[src/rtl/gray_counter.sv]
// Synchronous up/down counter with registered binary and Gray outputs and a wrap pulse.
// Loadable from a binary or Gray-coded value; Gray loads are decoded to binary internally.
module gray_counter #(
  parameter int unsigned WIDTH     = 4,
  parameter int unsigned RESET_VAL = 0
) (
  input  logic             clk,
  input  logic             rst,
  input  logic             en,
  input  logic             up_dn,
  input  logic             load,
  input  logic             load_is_gray,
  input  logic [WIDTH-1:0] load_val,
  output logic [WIDTH-1:0] bin_out,
  output logic [WIDTH-1:0] gray_out,
  output logic             wrap
);

  localparam logic [WIDTH-1:0] ResetBin  = WIDTH'(RESET_VAL);
  localparam logic [WIDTH-1:0] ResetGray = ResetBin ^ (ResetBin >> 1);
  localparam logic [WIDTH-1:0] One       = WIDTH'(1);

  logic [WIDTH-1:0] bin_q, bin_d;
  logic [WIDTH-1:0] gray_q, gray_d;
  logic             wrap_q, wrap_d;
  logic [WIDTH-1:0] load_bin;

  // Binary bit i is the XOR of all Gray bits from the MSB down to i.
  always_comb begin
    load_bin = '0;
    for (int i = 0; i < int'(WIDTH); i++) begin
      load_bin[i] = ^(load_val >> i);
    end
  end

  always_comb begin
    bin_d  = bin_q;
    wrap_d = 1'b0;
    if (load) begin
      bin_d = load_is_gray ? load_bin : load_val;
    end else if (en) begin
      if (up_dn) begin
        bin_d  = bin_q + One;
        wrap_d = &bin_q;
      end else begin
        bin_d  = bin_q - One;
        wrap_d = ~|bin_q;
      end
    end
    gray_d = bin_d ^ (bin_d >> 1);
  end

  always_ff @(posedge clk) begin
    if (rst) begin
      bin_q  <= ResetBin;
      gray_q <= ResetGray;
      wrap_q <= 1'b0;
    end else begin
      bin_q  <= bin_d;
      gray_q <= gray_d;
      wrap_q <= wrap_d;
    end
  end

  assign bin_out  = bin_q;
  assign gray_out = gray_q;
  assign wrap     = wrap_q;

endmodule

[config.mk]
export PLATFORM = sky130hd
export DESIGN_NAME = gray_counter
export DESIGN_NICKNAME = d
export VERILOG_FILES = /design/src/rtl/gray_counter.sv
export SDC_FILE = /design/constraint.sdc
export NUM_CORES = 1
export LEC_CHECK = 0
export BUFFER_PORTS_ARGS = -buffer_cell sky130_fd_sc_hd__buf_2
export CAP_MARGIN = 15
export CORE_AREA = 2 2 39 41
export CTS_CLUSTER_SIZE = 40
export DETAILED_ROUTE_END_ITERATION = 7
export DIE_AREA = 0 0 41 43
export PLACE_DENSITY = 0.8
export SYNTH_ARGS = -nofsm -noshare
export SYNTH_HDL_FRONTEND = slang
export SYNTH_SLANG_ARGS = --single-unit
export TNS_END_PERCENT = 30
[constraint.sdc]
create_clock -name clk -period 2.3 [get_ports clk]
set_input_delay 0.345 -clock clk [delete_from_list [all_inputs] [get_ports clk]]
set_output_delay 0.345 -clock clk [all_outputs]
set_load 0.1 [all_outputs]
== Word level (Yosys, flattened, before mapping) ==
Index checks and enable logic that the tools add are counted.
Cells by class
  add/subtract/negate cells: 2
  mux-type cells: 5
  bitwise gates (word level): 2
  reduce and logical (&&, ||, !) cells: 8
Operators by type and width (number)
  $mux 4: 4
  $reduce_xor 4->1: 4
  $add 4x1->4 const B: 1
  $reduce_and 4->1: 1
  $reduce_or 4->1: 1
  $sub 4x1->4 const B: 1
  $xor 4x3->4: 1
  $reduce_or 3->1: 1
  $logic_not 1->1: 1
  $mux 1: 1
  $not 1->1: 1
Storage, ports and cells
  register bits after elaboration: 9
  bits of input ports: 10
  output and inout port bits: 9
  logic and storage cells: 20

== Logic depth before layout (Yosys ltp) ==
Gate-level depths: netlist (run 1).
  depth in word-level cells: 5
  mapped depth: 7
  gate-level depth less buffers: 7

== Worst setup path after synthesis (run 1) ==
OpenSTA, ideal clock, no wires.
  kind: register to register
  start: register bin_q[0] (netlist: bin_out[0])
  end: register gray_q[1] (netlist: gray_out[1])
  library setup time: 115 ps
  data arrival time: 2281 ps
  slack: -96 ps
  cell stages (with the launch flop): 8
  buffers on the path: 0
  cell sequence: dfxtp_1 > inv_1 > fa_1 > nor2b_1 > nor3_1 > nor3_2 > xnor2_1 > nor2_1
On the way
  cells in the longest elaborated chain, start to end: 5
RTL lines
  start: declaration: line 23  | logic [WIDTH-1:0] bin_q, bin_d;
  start signal: assignment: line 55  | bin_q <= ResetBin;
  start signal: assignment: line 59  | bin_q <= bin_d;
  $sub 4x1->4 or $add 4x1->4 (tied branches): line 46, 43
  $mux 4 (*): line 42  | if (up_dn) begin
  $mux 4 (*): line 41  | end else if (en) begin
  $mux 4 (*): line 39  | if (load) begin
  $xor 4x3->4 (*): line 50  | gray_d = bin_d ^ (bin_d >> 1);
  end signal: assignment: line 56  | gray_q <= ResetGray;
  end signal: assignment: line 60  | gray_q <= gray_d;
  end: declaration: line 24  | logic [WIDTH-1:0] gray_q, gray_d;
Every way passes the cells marked *; elsewhere a longest branch is shown, timed or not.
A chain may end at the register's enable or synchronous reset.

== Worst setup path in the final report (run 1) ==
  start: register bin_q[0] (netlist: bin_out[0])
  end: register gray_q[2] (netlist: gray_out[2])
The elaborated chain is that of the path after synthesis.

==> results.sh, run 1 <==
export IMPL_synth_top_area_frac=0.284
export IMPL_r2r_cells=7
export IMPL_critPathLaunchType="flip-flop"
export IMPL_fin_worst_skew_ns=0.00216
export IMPL_max_clock_path_buffers=2
export IMPL_antenna_found_initial=0
export IMPL_synth_top_area_cell="dfxtp_1"
export IMPL_maxCapViolations=0
export IMPL_ys_dominant_reg_cell="dfxtp_1"
export IMPL_tritoncts="built"
export IMPL_drt_first_pass_iters=4
export IMPL_synth_seq_cells=8
export IMPL_syn_area_sq_um=563
export IMPL_cp_required_ns=2.44
export IMPL_stdcell_count=99
export IMPL_rrSetupSlack_ns=0.49
export IMPL_syn_avg_cell_area_sq_um=8.66
export IMPL_syn_nets=78
export IMPL_setup_violations=0
export IMPL_cts_root_buf="clkbuf_4"
export IMPL_period_minus_slack_ns=1.81
export IMPL_dpl_hpwl_um=913
export IMPL_yosys_top_cells_area="dfxtp_1 28%, xor2_1 6.2%, nor2b_1 5.6%, nor2_1 4.7%, xnor2_1 4.7%"
export IMPL_ys_types=34
export IMPL_post_cts_buffers=0
export IMPL_power_density_nw_per_um2=782
export IMPL_drtIter0Drc=8
export IMPL_gp_congestion=0.745
export IMPL_cts_buffers=3
export IMPL_max_freq_mhz=551
export IMPL_grt_pass1_wl_mm=1.85
export IMPL_tns_ns=0
export IMPL_synth_edf_count=0
export IMPL_r2r_end="gray_out[2]"
export IMPL_placed_cells=96
export IMPL_dieArea_sq_um=1760
export IMPL_path_clk_slew_ns=0.05
export IMPL_worst_ep_arrival_time_ns=1.95
export IMPL_hold_path_class="in -> reg"
export IMPL_std_cell_rows=14
export IMPL_p_leak_nw=0.314
export IMPL_clock_latency_ns=0.25
export IMPL_status="finished, final reports clean"
export IMPL_ctsResizeCount=0
export IMPL_rr_startpoint="bin_out[0]"
export IMPL_grt_max_degree=15
export IMPL_crit_end="gray_out[2]"
export IMPL_io_buffers=18
export IMPL_drt_wirelength_per_cell_um=11.6
export IMPL_p_total_uw=533
export IMPL_num_antenna_cells=0
export IMPL_hold_ws_ns=0.354
export IMPL_grt_usage=0.150
export IMPL_slew_viol_final=0
export IMPL_peakVddDrop_mv=0.456
export IMPL_fin_crit_sh=0.789
export IMPL_core_sq_um=1380
export IMPL_dr_total_vias=500
export IMPL_crit_type="reg -> reg"
export IMPL_area_growth_pct=21.1
export IMPL_viasPerCell=5.05
export IMPL_placed_area_sq_um=659
export IMPL_worst_setup_path_end_kind="flip-flop"
export IMPL_rsz0062_at_grt="false"
export IMPL_grt_pass1_vias=463
export IMPL_dieHeight_um=43
export IMPL_syn_inst=65
export IMPL_setup_ws_ns=0.486
export IMPL_drc=0
export IMPL_die_w_um=41
export IMPL_yosysWarnings=0
export IMPL_crit_path_max_fanout=7
export IMPL_grt_ovfl_total=0
export IMPL_initial_core_util=0.407
export IMPL_h_tree_depth=1
export IMPL_ant_nets=0
export IMPL_crit_start="bin_out[0]"
export IMPL_drive_above_1_share=0.289
export IMPL_hold_violations=0
export IMPL_pre_cts_slack_ns=0.425
export IMPL_clock_sinks=8
export IMPL_ios=19
export IMPL_utilization=0.493
export IMPL_hold_buffers=0
export IMPL_tightestPinTransition_ns=0.488
export IMPL_yosysSeqAreaShare=0.284
export IMPL_stdcell_area_sq_um=682
export IMPL_finalWirelength_mm=1.15
export IMPL_fillers=136
export IMPL_max_slew_margin=0.677
export IMPL_nets=98
export IMPL_synthArstFlopShare=0
-- routing by layer --
layer / vias to the layer above / GRT usage / share of wire
met5: - / 0 / 0
met4: 0 / 0.0200 / 0
met3: 0 / 0.0628 / 0.044
met2: 12 / 0.250 / 0.50
met1: 221 / 0.175 / 0.45
li1: 267 / - / -
-- critical path, stage by stage (launching register included) --
cell and delay, ns:
dfxtp_2 0.39, inv_1 0.08, fa_1 0.41, xnor2_1 0.19, a211oi_1 0.09, a21oi_1 0.30
xor2_1 0.18, nor2_1 0.05
-- layout by cell type, fill, tap and decap left out, types with 2 or more instances in the layout --
| cell | count |
|---|---|
| a21oi_1 | 4 |
| buf_2 | 18 |
| clkbuf_4 | 3 |
| dfxtp_1 | 6 |
| dfxtp_2 | 2 |
| ha_1 | 2 |
| inv_1 | 4 |
| nor2_1 | 7 |
| nor2b_1 | 5 |
| nor3_1 | 2 |
| nor4_1 | 2 |
| xnor2_1 | 3 |
| xor2_1 | 4 |
-- layout make-up --
| cell class | instances | area [sq um] | share of cell area |
|---|---|---|---|
| flip-flops and latches | 8 | 163 | 0.239 |
| inverters | 4 | 15.0 | 0.0220 |
| clock buffers | 3 | 22.5 | 0.0330 |
| multi-input cells | 50 | 372 | 0.545 |
| well taps | 16 | 20.0 | 0.0294 |
| repair buffers | 18 | 90.1 | 0.132 |
-- kinds of logic (layout without fill, tap and decap cells) --
| logic type | after synthesis | count (layout) | synth area share |
|---|---|---|---|
| xor+xnor | 8 | 8 | 0.149 |
| flops | 8 | 8 | 0.284 |
| buf+inv | 7 | 25 | 0.0555 |
| fa+ha+maj | 3 | 3 | 0.0800 |
| compound gates | 11 | 11 | 0.129 |
| simple gates | 28 | 28 | 0.302 |
-- flip-flops by register name (all words and copies together), names as in the netlist --
signal    cells
bin_out       4
gray_out      3
wrap          1
-- synthesized netlist by cell type, types with 2 or more instances --
master / instances
inv_1: 4
a21oi_1: 4
nor3_1: 2
dfxtp_1: 8
nor2b_1: 5
xnor2_1: 3
nor4_1: 2
ha_1: 2
xor2_1: 4
nor2_1: 7
-- where the power goes --
group / switching [mW] / internal [mW]
Clock: 0.0437 / 0.0594
Combinational: 0.195 / 0.0662
Sequential: 0.0128 / 0.156
Total: 0.251 / 0.282
-- worst min-delay path by stage --
stage / from / to / slack [ns] / depth (start not counted)
floorplan: rst / bin_out[0] / 0.41 / 1
detailed placement: rst / bin_out[0] / 0.61 / 2
global placement: rst / bin_out[0] / 0.61 / 2
global route: rst / gray_out[0] / 0.35 / 2
finish: rst / bin_out[0] / 0.35 / 2
CTS: rst / gray_out[1] / 0.35 / 2
Power figures use the tool's default switching activity.
==> run 2, diff against run 1 <==
- clock period: 2.3 -> 1.74 ns (I/O delays scaled with it)
==> run 2 against run 1 <==
Effect of this change:
- global-route usage decreased by 0.20 points
- clock-buffer cell count increased by 1
- design area increased by 13%
- die area unchanged
- largest power group unchanged
==> results.sh, run 2 (same netlist as run 1, synthesis figures left out) <==
export IMPL_hold_ws_ns=0.264
export IMPL_period_minus_slack_ns=1.69
export IMPL_fin_crit_sh=0.970
export IMPL_crit_type="reg -> reg"
export IMPL_route_met3_wl_um=58
export IMPL_drc=0
export IMPL_hold_path_class="in -> reg"
export IMPL_die_w_um=41
export IMPL_min_from="rst"
export IMPL_finalWirelength_mm=1.17
export IMPL_rrSetupSlack_ns=0.05
export IMPL_dieHeight_um=43
export IMPL_r2r_cells=8
export IMPL_clock_latency_ns=0.25
export IMPL_r2r_end="gray_out[2]"
export IMPL_p_total_uw=751
export IMPL_drive_above_1_share=0.438
export IMPL_pwr_share_seq=0.298
export IMPL_core_sq_um=1380
export IMPL_grt_ovfl_total=0
export IMPL_drt_wirelength_per_cell_um=11.1
export IMPL_hold_violations=0
export IMPL_min_to="bin_out[0]"
export IMPL_max_clock_path_buffers=2
export IMPL_std_cell_rows=14
export IMPL_grt_pass1_vias=448
export IMPL_switching_share=0.463
export IMPL_dpl_hpwl_um=908
export IMPL_grt_max_degree=14
export IMPL_clock_sinks=8
export IMPL_setup_violations=0
export IMPL_top_layer_used="met3"
export IMPL_whs_path_depth=2
export IMPL_h_tree_depth=1
export IMPL_cpMaxStageDelayCell="dfxtp_4"
export IMPL_area_growth_pct=36.4
export IMPL_share_comb_of_total_power=0.504
export IMPL_path_clk_slew_ns=0.05
export IMPL_maxCapViolations=0
export IMPL_num_antenna_cells=0
export IMPL_ant_nets=0
export IMPL_viasPerCell=5.08
export IMPL_worst_setup_path_end_kind="flip-flop"
export IMPL_antenna_found_initial=0
export IMPL_cts_buffers=3
export IMPL_worst_ep_arrival_time_ns=1.88
export IMPL_initial_core_util=0.407
export IMPL_tritoncts="built"
export IMPL_p_leak_nw=0.353
export IMPL_status="finished, final reports clean"
export IMPL_slew_viol_final=0
export IMPL_peakVddDrop_mv=0.719
export IMPL_io_buffers=18
export IMPL_clkPwrFrac=0.197
export IMPL_crit_start="bin_out[1]"
export IMPL_largest_reg_flops=4
export IMPL_critical_path_top_delay_family="flip-flops"
export IMPL_drt_first_pass_iters=4
export IMPL_dieArea_sq_um=1760
export IMPL_max_freq_mhz=592
export IMPL_max_slew_margin=0.677
export IMPL_layout_commonest_cell="buf_2"
export IMPL_gp_congestion=0.713
export IMPL_nets=103
export IMPL_ios=19
export IMPL_cts_root_buf="clkbuf_4"
export IMPL_critical_path_cell_chain="inv_4 -> fa_2 -> xnor2_2 -> a211oi_2 -> a21oi_1 -> buf_4 -> xor2_2 -> nor2_1"
export IMPL_dr_total_vias=533
export IMPL_most_common_layout_cells="18 x buf_2, 7 x nor2_1, 5 x nor2b_1, 5 x buf_4"
export IMPL_power_density_nw_per_um2=978
export IMPL_fin_worst_skew_ns=0.00449
export IMPL_max_stage_delay_ns=0.37
export IMPL_rr_startpoint="bin_out[1]"
export IMPL_drtIter0Drc=8
export IMPL_crit_path_max_fanout=4
export IMPL_tightestPinTransition_ns=0.487
export IMPL_rsz0062_at_grt="true"
export IMPL_cp_num_buf_inv=2
export IMPL_wl_met1_um=554
export IMPL_grt_usage=0.148
export IMPL_cp_required_ns=1.93
export IMPL_hold_buffers=0
export IMPL_utilization=0.555
export IMPL_grt_pass1_wl_mm=1.84
export IMPL_p_sw_uw=348
export IMPL_routed_wl_met2_um=558
export IMPL_critPathLaunchType="flip-flop"
export IMPL_p_int_uw=404
run 2: routing by layer:
metal | global-route usage | vias to the layer above
li1 | - | 279
met1 | 0.198 | 239
met2 | 0.222 | 15
met3 | 0.0628 | 0
met4 | 0.0200 | 0
met5 | 0 | -
run 2: worst max-delay path by stage:
stage                        endpoint  slack [ns]  cells after the start
after floorplan           gray_out[1]      -0.005                      7
after global placement    gray_out[2]     -0.0003                      8
after detailed placement  gray_out[2]       -0.08                      8
after CTS                 gray_out[2]        0.05                      8
after global routing      gray_out[2]       -0.02                      8
final                     gray_out[2]        0.05                      8
run 2: final cells by class:
cell class                 instances  area (sq um)
tap                               16          20.0
multi-input combinational         50           404
sequential                         8           173
inverter                           4          17.5
fill                             129           616
clock buffer                       4          26.3
timing repair buffer              23           128
run 2: per-stage QoR:
stage | worst slack, ns | setup TNS (ns) | std cells | cell area, sq um
after floorplan | -0.00479 | -0.00943 | 65 | 583
after global placement | -0.000314 | -0.000314 | 99 | 699
after detailed placement | -0.0764 | -0.0764 | 99 | 699
after CTS | 0.0549 | 0 | 103 | 726
after global routing | -0.0154 | -0.0154 | 105 | 768
final | 0.0515 | 0 | 105 | 768
run 2: power groups by stage:
stage	combinational (mW)	sequential, mW	clock (mW)
2_1_floorplan	0.130	0.385	0
3_3_place_gp	0.348	0.227	0
3_5_place_dp	0.354	0.228	0
4_1_cts	0.355	0.224	0.153
5_1_grt	0.403	0.226	0.167
6_report	0.379	0.224	0.148
run 2: timing repair:
| action | CTS | global route |
|---|---|---|
| setup buffers | 0 | 2 |
| endpoints found under the setup margin | 0 | 1 |
| gates resized for setup | 0 | 5 |
